### src/rtl/debug_host_ctrl_pkg.sv
// Shared definitions for the byte-serial debug protocol: command codes,
// response lengths and the host controller state encoding.
package debug_pkg;

  localparam logic [7:0] CMD_LOAD_IM   = 8'd1;
  localparam logic [7:0] CMD_CONT      = 8'd2;
  localparam logic [7:0] CMD_STEP_MODE = 8'd3;
  localparam logic [7:0] CMD_READ_BR   = 8'd4;
  localparam logic [7:0] CMD_READ_DM   = 8'd5;
  localparam logic [7:0] CMD_READ_PC   = 8'd6;
  localparam logic [7:0] CMD_STEP      = 8'd7;

  localparam int BR_BYTES = 128;
  localparam int DM_BYTES = 128;
  localparam int PC_BYTES = 4;

  typedef enum logic [2:0] {
    ST_IDLE      = 3'd0,
    ST_SEND_CMD  = 3'd1,
    ST_WAIT_CMD  = 3'd2,
    ST_FETCH     = 3'd3,
    ST_SEND_DATA = 3'd4,
    ST_WAIT_DATA = 3'd5,
    ST_RECV      = 3'd6,
    ST_DONE      = 3'd7
  } dbg_state_e;

  function automatic logic is_legal_cmd(input logic [7:0] cmd);
    return (cmd >= CMD_LOAD_IM) && (cmd <= CMD_STEP);
  endfunction

endpackage

### src/rtl/debug_host_ctrl_if.sv
// Command, program-source, UART and capture-buffer signals of the debug host
// controller. master is the controller's view, slave the environment's view.
interface debug_host_ctrl_if #(
  parameter int BYTE   = 8,
  parameter int NB_CNT = 9
);

  logic [BYTE-1:0]   i_cmd;
  logic              i_cmd_valid;
  logic              o_cmd_ready;
  logic [BYTE-1:0]   o_prog_addr;
  logic [BYTE-1:0]   i_prog_data;
  logic [BYTE-1:0]   o_tx_data;
  logic              o_tx_start;
  logic              i_tx_done;
  logic [BYTE-1:0]   i_rx_data;
  logic              i_rx_done;
  logic              o_cap_we;
  logic [NB_CNT-1:0] o_cap_addr;
  logic [BYTE-1:0]   o_cap_data;
  logic              o_done;
  logic              o_error;

  modport master (
    input  i_cmd, i_cmd_valid, i_prog_data, i_tx_done, i_rx_data, i_rx_done,
    output o_cmd_ready, o_prog_addr, o_tx_data, o_tx_start,
    output o_cap_we, o_cap_addr, o_cap_data, o_done, o_error
  );

  modport slave (
    output i_cmd, i_cmd_valid, i_prog_data, i_tx_done, i_rx_data, i_rx_done,
    input  o_cmd_ready, o_prog_addr, o_tx_data, o_tx_start,
    input  o_cap_we, o_cap_addr, o_cap_data, o_done, o_error
  );

endinterface

### src/rtl/debug_host_ctrl_timeout_cnt.sv
// Response watchdog: counts idle clocks while enabled, restarts on load, and
// flags expiry on the clock that would complete TIMEOUT idle clocks.
module dbg_timeout_cnt #(
  parameter int TIMEOUT = 100000
) (
  input  logic i_clock,
  input  logic i_reset,
  input  logic i_load,
  input  logic i_en,
  output logic o_expire
);

  localparam int W = (TIMEOUT > 1) ? $clog2(TIMEOUT + 1) : 1;
  localparam logic [W-1:0] LAST = W'(TIMEOUT - 1);

  logic [W-1:0] r_cnt;

  // Idle-clock counter, held at zero while loading, saturating at LAST
  always_ff @(posedge i_clock or negedge i_reset) begin
    if (!i_reset) begin
      r_cnt <= '0;
    end else if (i_load) begin
      r_cnt <= '0;
    end else if (i_en && (r_cnt != LAST)) begin
      r_cnt <= r_cnt + {{(W-1){1'b0}}, 1'b1};
    end else begin
      r_cnt <= r_cnt;
    end
  end

  assign o_expire = i_en && !i_load && (r_cnt == LAST);

endmodule

### src/rtl/debug_host_ctrl.sv
// Host-side initiator of the debug protocol: sends a command byte, streams the
// program image for LOAD_IM and captures the response bytes of read commands.
module debug_host_ctrl
  import debug_pkg::*;
#(
  parameter int BYTE       = 8,
  parameter int PROG_BYTES = 256,
  parameter int NB_CNT     = 9,
  parameter int STEP_BYTES = 260,
  parameter int TIMEOUT    = 100000
) (
  input  logic              i_clock,
  input  logic              i_reset,
  debug_host_ctrl_if.master bus
);

  localparam logic [BYTE-1:0]   LAST_ADDR = BYTE'(PROG_BYTES - 1);
  localparam logic [NB_CNT-1:0] CNT_ONE   = {{(NB_CNT-1){1'b0}}, 1'b1};

  dbg_state_e        r_state;
  dbg_state_e        w_state_nxt;
  logic              w_err_set;

  logic [BYTE-1:0]   r_cmd;
  logic [NB_CNT-1:0] r_total;
  logic [NB_CNT-1:0] r_cap_cnt;
  logic [NB_CNT-1:0] w_cap_cnt_nxt;
  logic [BYTE-1:0]   r_prog_addr;

  logic              r_cmd_ready;
  logic              r_tx_start;
  logic [BYTE-1:0]   r_tx_data;
  logic              r_cap_we;
  logic [NB_CNT-1:0] r_cap_addr;
  logic [BYTE-1:0]   r_cap_data;
  logic              r_done;
  logic              r_error;

  logic              w_accept;
  logic              w_legal;
  logic              w_cap;
  logic              w_last_prog;
  logic              w_expire;
  logic              w_to_load;
  logic              w_to_en;

  function automatic logic [NB_CNT-1:0] resp_total(input logic [BYTE-1:0] cmd);
    case (cmd)
      CMD_READ_BR: return NB_CNT'(BR_BYTES);
      CMD_READ_DM: return NB_CNT'(DM_BYTES);
      CMD_READ_PC: return NB_CNT'(PC_BYTES);
      CMD_STEP:    return NB_CNT'(STEP_BYTES);
      default:     return '0;
    endcase
  endfunction

  assign w_accept    = r_cmd_ready && bus.i_cmd_valid;
  assign w_legal     = is_legal_cmd(bus.i_cmd);
  assign w_last_prog = (r_prog_addr == LAST_ADDR);

  // Capture is armed from the command byte onwards and stops at the expected total
  assign w_cap = bus.i_rx_done
              && ((r_state == ST_WAIT_CMD) || (r_state == ST_RECV))
              && (r_cap_cnt < r_total);
  assign w_cap_cnt_nxt = w_cap ? (r_cap_cnt + CNT_ONE) : r_cap_cnt;

  assign w_to_en   = (r_state == ST_RECV);
  assign w_to_load = (r_state != ST_RECV) || bus.i_rx_done;

  dbg_timeout_cnt #(
    .TIMEOUT (TIMEOUT)
  ) u_timeout (
    .i_clock  (i_clock),
    .i_reset  (i_reset),
    .i_load   (w_to_load),
    .i_en     (w_to_en),
    .o_expire (w_expire)
  );

  // FSM state register
  always_ff @(posedge i_clock or negedge i_reset) begin
    if (!i_reset) begin
      r_state <= ST_IDLE;
    end else begin
      r_state <= w_state_nxt;
    end
  end

  // FSM next-state and watchdog error decision
  always_comb begin
    w_state_nxt = r_state;
    w_err_set   = 1'b0;
    case (r_state)
      ST_IDLE: begin
        if (w_accept) begin
          w_state_nxt = w_legal ? ST_SEND_CMD : ST_DONE;
        end else begin
          w_state_nxt = ST_IDLE;
        end
      end
      ST_SEND_CMD: begin
        w_state_nxt = ST_WAIT_CMD;
      end
      ST_WAIT_CMD: begin
        if (!bus.i_tx_done) begin
          w_state_nxt = ST_WAIT_CMD;
        end else if (r_cmd == CMD_LOAD_IM) begin
          w_state_nxt = ST_FETCH;
        end else if (w_cap_cnt_nxt >= r_total) begin
          w_state_nxt = ST_DONE;
        end else begin
          w_state_nxt = ST_RECV;
        end
      end
      ST_FETCH: begin
        w_state_nxt = ST_SEND_DATA;
      end
      ST_SEND_DATA: begin
        w_state_nxt = ST_WAIT_DATA;
      end
      ST_WAIT_DATA: begin
        if (!bus.i_tx_done) begin
          w_state_nxt = ST_WAIT_DATA;
        end else if (w_last_prog) begin
          w_state_nxt = ST_DONE;
        end else begin
          w_state_nxt = ST_FETCH;
        end
      end
      ST_RECV: begin
        if (w_cap && (w_cap_cnt_nxt == r_total)) begin
          w_state_nxt = ST_DONE;
        end else if (w_expire) begin
          w_state_nxt = ST_DONE;
          w_err_set   = 1'b1;
        end else begin
          w_state_nxt = ST_RECV;
        end
      end
      ST_DONE: begin
        w_state_nxt = ST_IDLE;
      end
      default: begin
        w_state_nxt = ST_IDLE;
      end
    endcase
  end

  // Command latch, handshake/status outputs and transmit byte register
  always_ff @(posedge i_clock or negedge i_reset) begin
    if (!i_reset) begin
      r_cmd       <= '0;
      r_total     <= '0;
      r_cmd_ready <= 1'b1;
      r_done      <= 1'b0;
      r_error     <= 1'b0;
      r_tx_start  <= 1'b0;
      r_tx_data   <= '0;
    end else begin
      r_cmd_ready <= (w_state_nxt == ST_IDLE);
      r_done      <= (w_state_nxt == ST_DONE);
      r_tx_start  <= (w_state_nxt == ST_SEND_CMD) || (r_state == ST_SEND_DATA);
      if (w_accept) begin
        r_cmd   <= bus.i_cmd;
        r_total <= resp_total(bus.i_cmd);
        r_error <= !w_legal;
      end else begin
        r_cmd   <= r_cmd;
        r_total <= r_total;
        r_error <= r_error || w_err_set;
      end
      if (w_accept && w_legal) begin
        r_tx_data <= bus.i_cmd;
      end else if (r_state == ST_SEND_DATA) begin
        r_tx_data <= bus.i_prog_data;
      end else begin
        r_tx_data <= r_tx_data;
      end
    end
  end

  // Program address (cleared whenever the controller goes idle) and capture port
  always_ff @(posedge i_clock or negedge i_reset) begin
    if (!i_reset) begin
      r_prog_addr <= '0;
      r_cap_cnt   <= '0;
      r_cap_we    <= 1'b0;
      r_cap_addr  <= '0;
      r_cap_data  <= '0;
    end else begin
      if (w_state_nxt == ST_IDLE) begin
        r_prog_addr <= '0;
      end else if ((r_state == ST_WAIT_DATA) && bus.i_tx_done && !w_last_prog) begin
        r_prog_addr <= r_prog_addr + {{(BYTE-1){1'b0}}, 1'b1};
      end else begin
        r_prog_addr <= r_prog_addr;
      end
      if (w_accept) begin
        r_cap_cnt <= '0;
      end else begin
        r_cap_cnt <= w_cap_cnt_nxt;
      end
      r_cap_we <= w_cap;
      if (w_cap) begin
        r_cap_addr <= r_cap_cnt;
        r_cap_data <= bus.i_rx_data;
      end else begin
        r_cap_addr <= r_cap_addr;
        r_cap_data <= r_cap_data;
      end
    end
  end

  assign bus.o_cmd_ready = r_cmd_ready;
  assign bus.o_prog_addr = r_prog_addr;
  assign bus.o_tx_data   = r_tx_data;
  assign bus.o_tx_start  = r_tx_start;
  assign bus.o_cap_we    = r_cap_we;
  assign bus.o_cap_addr  = r_cap_addr;
  assign bus.o_cap_data  = r_cap_data;
  assign bus.o_done      = r_done;
  assign bus.o_error     = r_error;

endmodule

### src/flat_wrapper.sv
// flat-port wrapper written by rule: the top's interface ports become plain ports
module debug_host_ctrl_flat import debug_pkg::*;
#(
  parameter int BYTE       = 8,
  parameter int PROG_BYTES = 256,
  parameter int NB_CNT     = 9,
  parameter int STEP_BYTES = 260,
  parameter int TIMEOUT    = 100000
)
  (i_clock, i_reset, bus_i_cmd, bus_i_cmd_valid, bus_i_prog_data, bus_i_tx_done, bus_i_rx_data, bus_i_rx_done, bus_o_cmd_ready, bus_o_prog_addr, bus_o_tx_data, bus_o_tx_start, bus_o_cap_we, bus_o_cap_addr, bus_o_cap_data, bus_o_done, bus_o_error);
  debug_host_ctrl_if #(.BYTE(BYTE), .NB_CNT(NB_CNT)) bus_i ();
  input  logic i_clock;
  input  logic i_reset;
  input wire logic [$bits(bus_i.i_cmd)-1:0] bus_i_cmd;
  input wire logic [$bits(bus_i.i_cmd_valid)-1:0] bus_i_cmd_valid;
  input wire logic [$bits(bus_i.i_prog_data)-1:0] bus_i_prog_data;
  input wire logic [$bits(bus_i.i_tx_done)-1:0] bus_i_tx_done;
  input wire logic [$bits(bus_i.i_rx_data)-1:0] bus_i_rx_data;
  input wire logic [$bits(bus_i.i_rx_done)-1:0] bus_i_rx_done;
  output wire logic [$bits(bus_i.o_cmd_ready)-1:0] bus_o_cmd_ready;
  output wire logic [$bits(bus_i.o_prog_addr)-1:0] bus_o_prog_addr;
  output wire logic [$bits(bus_i.o_tx_data)-1:0] bus_o_tx_data;
  output wire logic [$bits(bus_i.o_tx_start)-1:0] bus_o_tx_start;
  output wire logic [$bits(bus_i.o_cap_we)-1:0] bus_o_cap_we;
  output wire logic [$bits(bus_i.o_cap_addr)-1:0] bus_o_cap_addr;
  output wire logic [$bits(bus_i.o_cap_data)-1:0] bus_o_cap_data;
  output wire logic [$bits(bus_i.o_done)-1:0] bus_o_done;
  output wire logic [$bits(bus_i.o_error)-1:0] bus_o_error;
  assign bus_i.i_cmd = bus_i_cmd;
  assign bus_i.i_cmd_valid = bus_i_cmd_valid;
  assign bus_i.i_prog_data = bus_i_prog_data;
  assign bus_i.i_tx_done = bus_i_tx_done;
  assign bus_i.i_rx_data = bus_i_rx_data;
  assign bus_i.i_rx_done = bus_i_rx_done;
  assign bus_o_cmd_ready = bus_i.o_cmd_ready;
  assign bus_o_prog_addr = bus_i.o_prog_addr;
  assign bus_o_tx_data = bus_i.o_tx_data;
  assign bus_o_tx_start = bus_i.o_tx_start;
  assign bus_o_cap_we = bus_i.o_cap_we;
  assign bus_o_cap_addr = bus_i.o_cap_addr;
  assign bus_o_cap_data = bus_i.o_cap_data;
  assign bus_o_done = bus_i.o_done;
  assign bus_o_error = bus_i.o_error;
  debug_host_ctrl #(.BYTE(BYTE), .PROG_BYTES(PROG_BYTES), .NB_CNT(NB_CNT), .STEP_BYTES(STEP_BYTES), .TIMEOUT(TIMEOUT)) u_core (.i_clock(i_clock), .i_reset(i_reset), .bus(bus_i));
endmodule
### config.mk
export PLATFORM = sky130hd
export DESIGN_NAME = debug_host_ctrl_flat
export DESIGN_NICKNAME = d
export VERILOG_FILES = /design/src/rtl/debug_host_ctrl_pkg.sv /design/src/rtl/debug_host_ctrl_if.sv /design/src/rtl/debug_host_ctrl_timeout_cnt.sv /design/src/rtl/debug_host_ctrl.sv /design/src/flat_wrapper.sv
export SDC_FILE = /design/constraint.sdc
export NUM_CORES = 1
export LEC_CHECK = 0
export CORE_UTILIZATION = 40
export CTS_BUF_LIST = sky130_fd_sc_hd__clkbuf_8
export DETAILED_ROUTE_END_ITERATION = 16
export GPL_ROUTABILITY_DRIVEN = 0
export PLACE_DENSITY = 0.75
export SLEW_MARGIN = 10
export SYNTH_ARGS = -nofsm -noshare
export SYNTH_HDL_FRONTEND = slang
export SYNTH_HIERARCHICAL = 1
export SYNTH_SLANG_ARGS = --single-unit
### constraint.sdc
create_clock -name i_clock -period 8.88 [get_ports i_clock]
set_clock_uncertainty 0.15 [all_clocks]
set_input_delay 1.332 -clock i_clock [delete_from_list [all_inputs] [get_ports i_clock]]
set_output_delay 1.332 -clock i_clock [all_outputs]
set_load 0.01 [all_outputs]
==> impl_metrics.env, run 1 <==
export IMPL_tightestPinTransition_ns=0.968
export IMPL_cts_tree="done"
export IMPL_path_clk_slew_ns=0.08
export IMPL_powerDensity_mw_per_mm2=227
export IMPL_syn_area_per_cell_um2=9.10
export IMPL_antenna_found_initial=0
export IMPL_synthMuxAreaShare_pct=0.755
export IMPL_dpl_hpwl_um=6160
export IMPL_drt_wl_total_um=8810
export IMPL_cts_resized=0
export IMPL_status="finished, final reports clean"
export IMPL_synth_area_top_cells="dfrtp_1 (48%), nand2_1 (11%), nor2_1 (3.6%)"
export IMPL_fillers=895
export IMPL_routedWlPerCell_um=13.9
export IMPL_cts_sinks=78
export IMPL_syn_inst=437
export IMPL_synth_xor_area_share_pct=4.40
export IMPL_grtUsageTotal_pct=18.8
export IMPL_root_buffer="clkbuf_8"
export IMPL_clk_latency_ns=0.35
export IMPL_dpl_cell_count=617
export IMPL_placed_area_mm2=0.00472
export IMPL_grt_first_pass_wirelength_um=15300
export IMPL_yosysTopAreaCellShare_pct=48.4
export IMPL_async_flop_share_pct=100
export IMPL_synth_warnings=6
export IMPL_yosys_area_top_type="dfrtp_1"
export IMPL_cp_max_fo=23
export IMPL_synthesis_area_mm2=0.00398
export IMPL_synth_edf_count=0
export IMPL_num_vias=3245
export IMPL_tns_ns=0
export IMPL_post_cts_buffers=0
export IMPL_grt_pass1_vias=3276
export IMPL_synth_flop_cell="dfrtp_1"
export IMPL_cts_buffers=9
export IMPL_num_nets_final=532
export IMPL_cap_violations=0
export IMPL_coreArea_mm2=0.00968
export IMPL_grt_start_max_net_pins=79
export IMPL_fin_crit_sh_pct=54.3
export IMPL_first_pass_iters=4
export IMPL_crit_required_ns=8.96
export IMPL_hold_ws_ns=0.333
export IMPL_ant_nets=0
export IMPL_critPathCaptureType="register"
export IMPL_placement_rows=36
export IMPL_hold_class="reg2reg"
export IMPL_yosys_area_share_simple_pct=30.7
export IMPL_synth_top_family_by_area="simple AND/OR/NAND/NOR gates"
export IMPL_overflow=0
export IMPL_slew_headroom_pct=35.5
export IMPL_maxSlewViolCount=0
export IMPL_clock_fmax_mhz=207
export IMPL_dieArea_mm2=0.0104
export IMPL_drt_iter0_markers=143
export IMPL_syn_to_final_growth_pct=23.7
export IMPL_finalHoldViolations=0
export IMPL_critPathArrivalTime_ns=4.90
export IMPL_synth_compound_area_share_pct=9.47
export IMPL_critPathKind="in2reg"
export IMPL_startpoint_type="input pin"
export IMPL_htreeDepth=3
export IMPL_die_w_um=102
export IMPL_rsz0062_at_grt="no"
export IMPL_ys_seq_elements=78
export IMPL_period_needed_ns=4.82
export IMPL_drive_gt1_share_pct=7.20
export IMPL_port_buffers=66
export IMPL_final_area_mm2=0.00492
export IMPL_drc_errors=0
export IMPL_cts_hold_buf=0
export IMPL_syn_nets=474
export IMPL_power_leakage_nw=2.13
export IMPL_die_h_um=102
export IMPL_setup_viol=0
export IMPL_ioPinCount=67
export IMPL_insertedDiodeCount=0
export IMPL_final_cells=633
export IMPL_initial_core_util_pct=41.1
export IMPL_cts_buffer_depth=2
export IMPL_yosysSeqAreaShare_pct=49.1
export IMPL_vias_per_cell=5.13
export IMPL_synth_fa_ha_area_share_pct=2.52
export IMPL_synth_cell_types=63
export IMPL_peakVddDrop_mv=0.146
-- kinds of logic after synthesis --
group	Yosys count
AND/OR/NAND/NOR	244
flip-flops	78
AO/OA/AOI/OAI	55
buffers and inverters	29
XOR/XNOR	20
adder cells (fa/ha/maj)	8
multiplexers	3
-- cells in the final DEF (no fill, tap or decap), drive strengths merged, types with 11 or more instances in the layout --
cell,Yosys,routed
a21oi,19,19
o21ai,11,11
nand3,14,14
dfrtp,77,77
nand2,115,115
nor2,38,38
clkdlybuf4s50,0,65
nor3,13,13
-- registers in the layout, summed over array words and instances (netlist names) --
| register | count |
|---|---|
| u_core/bus.o_cap_addr | 9 |
| u_core/bus.o_tx_start | 1 |
| u_core/bus.o_cap_data | 8 |
| u_core/r_total | 3 |
| u_core/bus.o_tx_data | 8 |
| u_core/u_timeout/r_cnt | 17 |
| u_core/bus.o_cap_we | 1 |
| u_core/bus.o_error | 1 |
| u_core/bus.o_cmd_ready | 1 |
| u_core/bus.o_done | 1 |
| u_core/bus.o_prog_addr | 8 |
| u_core/r_state | 3 |
| u_core/r_cap_cnt | 9 |
| u_core/r_cmd | 8 |
-- metrics by stage --
stage / setup slack [ns] / power [W] / utilization [%]
after floorplan: 5.05 / 0.000687 / -
after global placement: 3.85 / 0.000840 / 48.8
after detailed placement: 3.74 / 0.000851 / 48.8
after CTS: 4.08 / 0.00112 / 50.8
after global routing: 3.86 / 0.00118 / 50.8
final: 4.06 / 0.00111 / 50.8
-- critical path, cell delays in order --
cell             delay, ns
clkdlybuf4s50_1       0.48
nand4b_4              0.18
or2_1                 0.68
inv_2                 0.36
nand2_1               0.18
xor2_1                0.22
ha_1                  0.27
nand3_1               0.11
nor4_1                0.08
and2_1                0.18
a31oi_2               0.27
nor3b_4               0.46
nor2_1                0.10
-- final timing paths --
path | startpoint | to | slack [ns] | cells past startpoint
worst max-delay path | bus_i_rx_done | u_core/bus.o_prog_addr[1]$_DFFE_PN0P_ | 4.06 | 13
worst min-delay path | u_core/bus.o_cap_data[0]$_DFFE_PN0N_ | u_core/bus.o_cap_data[0]$_DFFE_PN0N_ | 0.33 | 2
worst max register to register | u_core/r_cap_cnt[8]$_DFF_PN0_ | u_core/bus.o_prog_addr[1]$_DFFE_PN0P_ | 4.62 | 14
worst min register to register | u_core/bus.o_cap_data[0]$_DFFE_PN0N_ | u_core/bus.o_cap_data[0]$_DFFE_PN0N_ | 0.33 | 2
max in group asynchronous | i_reset | u_core/r_cap_cnt[1]$_DFF_PN0_ | 6.97 | 1
min in group asynchronous | i_reset | u_core/bus.o_cap_we$_DFF_PN0_ | 0.97 | 1
-- per-layer routing --
metal / global-route usage, % / vias to the layer above / part of all wire [%]
met4: 5.57 / 0 / 0.90
li1: - / 1615 / -
met3: 5.04 / 8 / 4.2
met2: 30.5 / 66 / 48
met5: 0 / - / 0
met1: 24.7 / 1556 / 47
-- area by class of cell --
cell class                      instances  area, um2  share of cell area [%]
Multi-Input combinational cell        330       1900                    38.7
Tap cell                              133        166                    3.38
Inverter                                9       33.8                   0.686
Clock buffer                           10        138                    2.80
Timing Repair Buffer                   67        666                    13.5
Sequential cell                        78       1950                    39.7
Clock inverter                          6       62.6                    1.27
-- where the power goes --
group / internal, W / switching (W) / leakage, nW
combinational: 0.000173 / 0.000186 / 0.993
sequential: 0.000432 / 0.0000567 / 1.04
clock: 0.000137 / 0.000131 / 0.0997
-- synth_stat cells (10+ instances only) --
library cell / n
a21oi_1: 18
clkbuf_1: 13
dfrtp_1: 77
nand2_1: 115
nand3_1: 13
nand4_1: 10
nor2_1: 38
nor3_1: 13
o21ai_0: 10
xnor2_1: 10
xor2_1: 10
No activity file was read; power rests on OpenSTA's default activity.
==> inputs of run 2 (changes only) <==
PLACE_DENSITY = 0.77   (was 0.75)
clock period = 3.92 ns   (was 8.88 ns; I/O delays follow)
==> run 2 against run 1 <==
Hold slack got worse by 0.11 ns. Flip-flop and latch count did not move. Design area rose by 2.1%. First-iteration DRC count fell by 31%. Sequential share of layout area fell by 0.80 points. Total power rose by 140%. Cell count rose by 0.79%.
==> impl_metrics.env, run 2 (synthesis results as in run 1) <==
export IMPL_ant_nets=0
export IMPL_coreArea_mm2=0.00968
export IMPL_syn_to_final_growth_pct=26.3
export IMPL_crit_chain="inv_1 -> ha_1 -> nand2_1 -> nand4b_4 -> or2_1 -> nor2_1 -> and3_1 -> xor2_1 -> ha_1 -> nand3_1 -> nor4_4 -> and2_1 -> a31oi_2 -> nor3b_4 -> buf_4 -> nor2_1"
export IMPL_largest_register_ffs=17
export IMPL_die_w_um=102
export IMPL_pwr_share_seq_pct=41.4
export IMPL_drt_wl_total_um=9000
export IMPL_tightestPinTransition_ns=0.977
export IMPL_antenna_found_initial=0
export IMPL_p_comb_share_pct=31.0
export IMPL_switchingPower_w=0.000832
export IMPL_final_common_cell="nand2_1"
export IMPL_peakVddDrop_mv=0.284
export IMPL_vias_per_cell=5.22
export IMPL_initial_core_util_pct=41.1
export IMPL_critPathTopFamily="simple AND/OR/NAND/NOR gates"
export IMPL_cp_max_fo=9
export IMPL_rrSetupSlack_ns=0.21
export IMPL_finalHoldViolations=0
export IMPL_routedWlPerCell_um=14.1
export IMPL_fin_ws_ns=0.214
export IMPL_num_vias=3330
export IMPL_maxSlewViolCount=0
export IMPL_cap_violations=0
export IMPL_port_buffers=66
export IMPL_cts_hold_buf=0
export IMPL_r2r_cells=16
export IMPL_max_flop_register="u_core/u_timeout/r_cnt"
export IMPL_pwr_share_clk_pct=27.6
export IMPL_final_core_util_pct=51.9
export IMPL_cts_sinks=78
export IMPL_root_buffer="clkbuf_8"
export IMPL_power_leakage_nw=2.19
export IMPL_setup_viol=0
export IMPL_cts_buffer_depth=2
export IMPL_clock_fmax_mhz=270
export IMPL_rr_startpoint="u_core/r_total[8]$_DFFE_PN0P_"
export IMPL_dpl_hpwl_um=6200
export IMPL_startpoint_type="register"
export IMPL_p_int_w=0.00184
export IMPL_dp_slack_ns=-0.0358
export IMPL_ioPinCount=67
export IMPL_insertedDiodeCount=0
export IMPL_overflow=0
export IMPL_critPathArrivalTime_ns=3.79
export IMPL_slew_headroom_pct=34.9
export IMPL_grt_start_max_net_pins=79
export IMPL_die_h_um=102
export IMPL_tns_ns=0
export IMPL_num_nets_final=537
export IMPL_drt_iter0_markers=98
export IMPL_layout_common_cells="nand2_1 (115), dfrtp_1 (77), clkdlybuf4s50_1 (65)"
export IMPL_dieArea_mm2=0.0104
export IMPL_cp_buffers_inverters=2
export IMPL_grt_pass1_vias=3380
export IMPL_grt_first_pass_wirelength_um=15600
export IMPL_clk_latency_ns=0.35
export IMPL_rr_endpoint="u_core/bus.o_prog_addr[5]$_DFFE_PN0P_"
export IMPL_cts_buffers=9
export IMPL_grtUsageTotal_pct=19.3
export IMPL_powerDensity_mw_per_mm2=532
export IMPL_first_pass_iters=4
export IMPL_htreeDepth=3
export IMPL_period_needed_ns=3.71
export IMPL_critPathKind="reg2reg"
export IMPL_dpl_cell_count=621
export IMPL_placement_rows=36
export IMPL_max_stage_delay_ns=0.38
export IMPL_swShare_pct=31.1
export IMPL_fin_crit_sh_pct=94.5
export IMPL_path_clk_slew_ns=0.08
export IMPL_slowest_stage="dfrtp_1"
export IMPL_critPathCaptureType="register"
export IMPL_drc_errors=0
export IMPL_hold_ws_ns=0.227
export IMPL_final_cells=638
export IMPL_cts_tree="done"
export IMPL_crit_required_ns=4.01
export IMPL_drive_gt1_share_pct=8.12
export IMPL_status="finished, final reports clean"
export IMPL_hold_class="in2async"
-- run 2: cell count changes in the layout (fill, tap and decap cells not counted) --
cell        delta
inv_1          +1
nor4_4         +1
nor4_1         -1
clkinv_4       -1
buf_4          +5
clkinv_2       -1
clkinvlp_4     -2
bufinv_16      +2
clkbuf_8       +1
-- run 2: routing by layer --
| metal | vias up | part of all wire (%) | track usage, % |
|---|---|---|---|
| li1 | 1632 | - | - |
| met1 | 1604 | 44 | 23.4 |
| met2 | 87 | 49 | 32.7 |
| met3 | 7 | 6.4 | 5.52 |
| met4 | 0 | 0.97 | 7.02 |
| met5 | - | 0 | 0 |
-- run 2: cell type report --
type | count | area (um2)
fillers | 872 | 4660
flip-flops and latches | 78 | 1950
well taps | 133 | 166
multi-input cells | 330 | 1920
repair buffers | 72 | 703
inverters | 9 | 33.8
clock buffers | 11 | 151
clock inverters | 5 | 97.6
-- run 2: power by group through the flow --
stage / logic (W) / registers (W) / clock network [W]
after floorplan: 0.000418 / 0.00114 / 0
after global placement: 0.000785 / 0.00111 / 0
after detailed placement: 0.000813 / 0.00112 / 0
after CTS: 0.000815 / 0.00111 / 0.000754
after global routing: 0.000930 / 0.00113 / 0.000790
final: 0.000827 / 0.00111 / 0.000738
-- run 2: worst max-delay path by stage --
stage	startpoint	endpoint	slack [ns]	depth (start not counted)
floorplan	u_core/r_cap_cnt[8]$_DFF_PN0_	u_core/bus.o_prog_addr[0]$_DFFE_PN0P_	0.64	15
finish	u_core/r_total[8]$_DFFE_PN0P_	u_core/bus.o_prog_addr[5]$_DFFE_PN0P_	0.21	16
detailed placement	bus_i_rx_done	u_core/bus.o_prog_addr[2]$_DFFE_PN0P_	-0.04	13
global route	u_core/r_total[8]$_DFFE_PN0P_	u_core/bus.o_prog_addr[1]$_DFFE_PN0P_	-0.02	16
global placement	bus_i_rx_done	u_core/bus.o_prog_addr[6]$_DFFE_PN0P_	0.15	13
CTS	u_core/r_total[8]$_DFFE_PN0P_	u_core/bus.o_prog_addr[2]$_DFFE_PN0P_	0.22	15
-- run 2: repair_timing --
item | CTS | global route
endpoints found under the setup margin | 0 | 8
setup buffers | 0 | 1
gates resized for setup | 0 | 2
hold endpoints to repair | 0 | 0
-- run 2: worst reg2reg max path, cell delays in order (launching register included) --
cell,delay [ns]
dfrtp_1,0.38
inv_1,0.12
ha_1,0.27
nand2_1,0.11
nand4b_4,0.18
or2_1,0.33
nor2_1,0.19
and3_1,0.23
xor2_1,0.21
ha_1,0.28
nand3_1,0.15
nor4_4,0.07
and2_1,0.18
a31oi_2,0.27
nor3b_4,0.23
buf_4,0.19
nor2_1,0.06
-- run 2: metrics by stage --
stage / power, W / area (um2)
after detailed placement: 0.00193 / 4750
after CTS: 0.00267 / 5000
final: 0.00267 / 5020
after global routing: 0.00285 / 5020
after floorplan: 0.00156 / 3980
after global placement: 0.00190 / 4750
==> inputs of run 3 (changes only) <==
CORE_MARGIN = 2   (was unset)
RECOVER_POWER = 25   (was unset)
==> run 3 against run 2 <==
Combinational power decreased by 1%. The run now ends with capacitance limit, slew limit left. First-iteration DRC count rose by 55%. Cell count is the same. Die area up 4.0%. Hold slack improved by 0.10 ns. Register-to-register slack better by 0.095 ns. Largest power group unchanged. Fmax is 2.6% higher.
==> impl_metrics.env, run 3 (synthesis results as in run 1) <==
export IMPL_dpl_hpwl_um=6260
export IMPL_coreArea_mm2=0.00973
export IMPL_num_nets_final=537
export IMPL_slowest_stage="nor3b_4"
export IMPL_ioPinCount=67
export IMPL_largest_register_ffs=17
export IMPL_startpoint_type="register"
export IMPL_power_w=0.00257
export IMPL_drt_iter0_markers=152
export IMPL_cts_buffer_depth=2
export IMPL_cts_buffers=9
export IMPL_rsz0062_at_grt="no"
export IMPL_first_pass_iters=5
export IMPL_cts_resized=0
export IMPL_overflow=0
export IMPL_root_buffer="clkbuf_8"
export IMPL_power_leakage_nw=2.17
export IMPL_critPathCaptureType="register"
export IMPL_switchingPower_w=0.000826
export IMPL_max_stage_delay_ns=0.44
export IMPL_path_clk_slew_ns=0.08
export IMPL_grtUsageTotal_pct=17.4
export IMPL_final_common_cell="nand2_1"
export IMPL_status="finished with violations"
export IMPL_critPathKind="reg2reg"
export IMPL_cp_max_fo=9
export IMPL_fin_ws_ns=0.309
export IMPL_cts_tree="done"
export IMPL_tightestPinTransition_ns=1.91
export IMPL_routedWlPerCell_um=14.0
export IMPL_num_vias=3332
export IMPL_cap_violations=1
export IMPL_port_buffers=66
export IMPL_hold_ws_ns=0.327
export IMPL_p_comb_share_pct=31.7
export IMPL_placement_rows=36
export IMPL_cts_sinks=78
export IMPL_crit_chain="inv_1 -> ha_1 -> nand2_1 -> nand4b_4 -> or2_1 -> nor2_1 -> and3_1 -> xor2_1 -> ha_1 -> nand3_1 -> nor4_1 -> and2_1 -> a31oi_2 -> nor3b_4 -> nor2_1"
export IMPL_fin_crit_sh_pct=92.1
export IMPL_drc_errors=0
export IMPL_grt_first_pass_wirelength_um=15600
export IMPL_finalHoldViolations=0
export IMPL_swShare_pct=32.1
export IMPL_antenna_found_initial=0
export IMPL_pwr_share_seq_pct=42.9
export IMPL_ant_nets=0
export IMPL_peakVddDrop_mv=0.327
export IMPL_critPathTopFamily="simple AND/OR/NAND/NOR gates"
export IMPL_insertedDiodeCount=0
export IMPL_cp_buffers_inverters=1
export IMPL_layout_common_cells="nand2_1 (115), dfrtp_1 (77), clkdlybuf4s50_1 (65)"
export IMPL_pwr_share_clk_pct=25.3
export IMPL_setup_viol=0
export IMPL_dieArea_mm2=0.0108
export IMPL_dp_slack_ns=0.0429
export IMPL_drive_gt1_share_pct=8.12
export IMPL_grt_pass1_vias=3395
export IMPL_critPathArrivalTime_ns=3.68
export IMPL_slew_headroom_pct=-27.4
export IMPL_tns_ns=0
export IMPL_p_int_w=0.00175
export IMPL_maxSlewViolCount=79
export IMPL_crit_required_ns=3.98
export IMPL_die_w_um=104
export IMPL_die_h_um=104
export IMPL_syn_to_final_growth_pct=25.1
export IMPL_post_cts_buffers=0
export IMPL_initial_core_util_pct=40.9
export IMPL_clock_fmax_mhz=277
export IMPL_htreeDepth=3
export IMPL_vias_per_cell=5.22
export IMPL_violations="capacitance limit, slew limit"
export IMPL_period_needed_ns=3.61
export IMPL_grt_start_max_net_pins=79
export IMPL_final_core_util_pct=51.2
export IMPL_max_flop_register="u_core/u_timeout/r_cnt"
export IMPL_cts_hold_buf=0
export IMPL_clk_latency_ns=0.34
export IMPL_drt_wl_total_um=8920
export IMPL_hold_class="reg2reg"
export IMPL_powerDensity_mw_per_mm2=517
run 3: worst register-to-register path: stages (launching register included):
cell	delay, ns
dfrtp_1	0.37
inv_1	0.12
ha_1	0.27
nand2_1	0.12
nand4b_4	0.11
or2_1	0.31
nor2_1	0.19
and3_1	0.20
xor2_1	0.19
ha_1	0.27
nand3_1	0.11
nor4_1	0.07
and2_1	0.18
a31oi_2	0.29
nor3b_4	0.44
nor2_1	0.10
run 3: power groups by stage:
stage / Clock [W] / Combinational [W] / Sequential [W]
5_1_grt: 0.000700 / 0.000903 / 0.00113
6_report: 0.000652 / 0.000816 / 0.00111
2_1_floorplan: 0 / 0.000418 / 0.00114
3_5_place_dp: 0 / 0.000820 / 0.00112
3_3_place_gp: 0 / 0.000791 / 0.00111
4_1_cts: 0.000668 / 0.000824 / 0.00111
run 3: path summary, 6_finish.rpt:
check                           slack (ns)                                    end  depth (start not counted)                                 start
worst max register to register        0.31  u_core/bus.o_prog_addr[0]$_DFFE_PN0P_                         15         u_core/r_total[8]$_DFFE_PN0P_
min in group asynchronous             0.59   u_core/bus.o_cap_data[6]$_DFFE_PN0N_                          1                               i_reset
worst min-delay path                  0.33   u_core/bus.o_cap_data[6]$_DFFE_PN0N_                          2  u_core/bus.o_cap_data[6]$_DFFE_PN0N_
worst max-delay path                  0.31  u_core/bus.o_prog_addr[0]$_DFFE_PN0P_                         15         u_core/r_total[8]$_DFFE_PN0P_
worst min register to register        0.33   u_core/bus.o_cap_data[6]$_DFFE_PN0N_                          2  u_core/bus.o_cap_data[6]$_DFFE_PN0N_
max in group asynchronous             1.86          u_core/r_cap_cnt[6]$_DFF_PN0_                          1                               i_reset
run 3: through the flow:
stage / instance area [um2] / cells
6_report: 4980 / 638
5_1_grt: 4980 / 638
4_1_cts: 4980 / 638
3_5_place_dp: 4770 / 622
3_3_place_gp: 4770 / 622
2_1_floorplan: 3980 / 437
run 3: cell type report:
cell class | instances | area, um2
clock buffers | 10 | 138
clock inverters | 6 | 77.6
fillers | 897 | 4750
inverters | 9 | 33.8
multi-input cells | 330 | 1910
flip-flops and latches | 78 | 1950
well taps | 133 | 166
repair buffers | 72 | 701
run 3: layer usage:
metal  track usage, %  part of all wire (%)  wire [um]  up-vias
met1             22.3                    45       4020     1613
met4             5.31                   1.2        110        0
met3             4.66                   6.2        556       11
li1                 -                     -          -     1624
met5                0                     0          0        -
met2             28.9                    47       4230       84
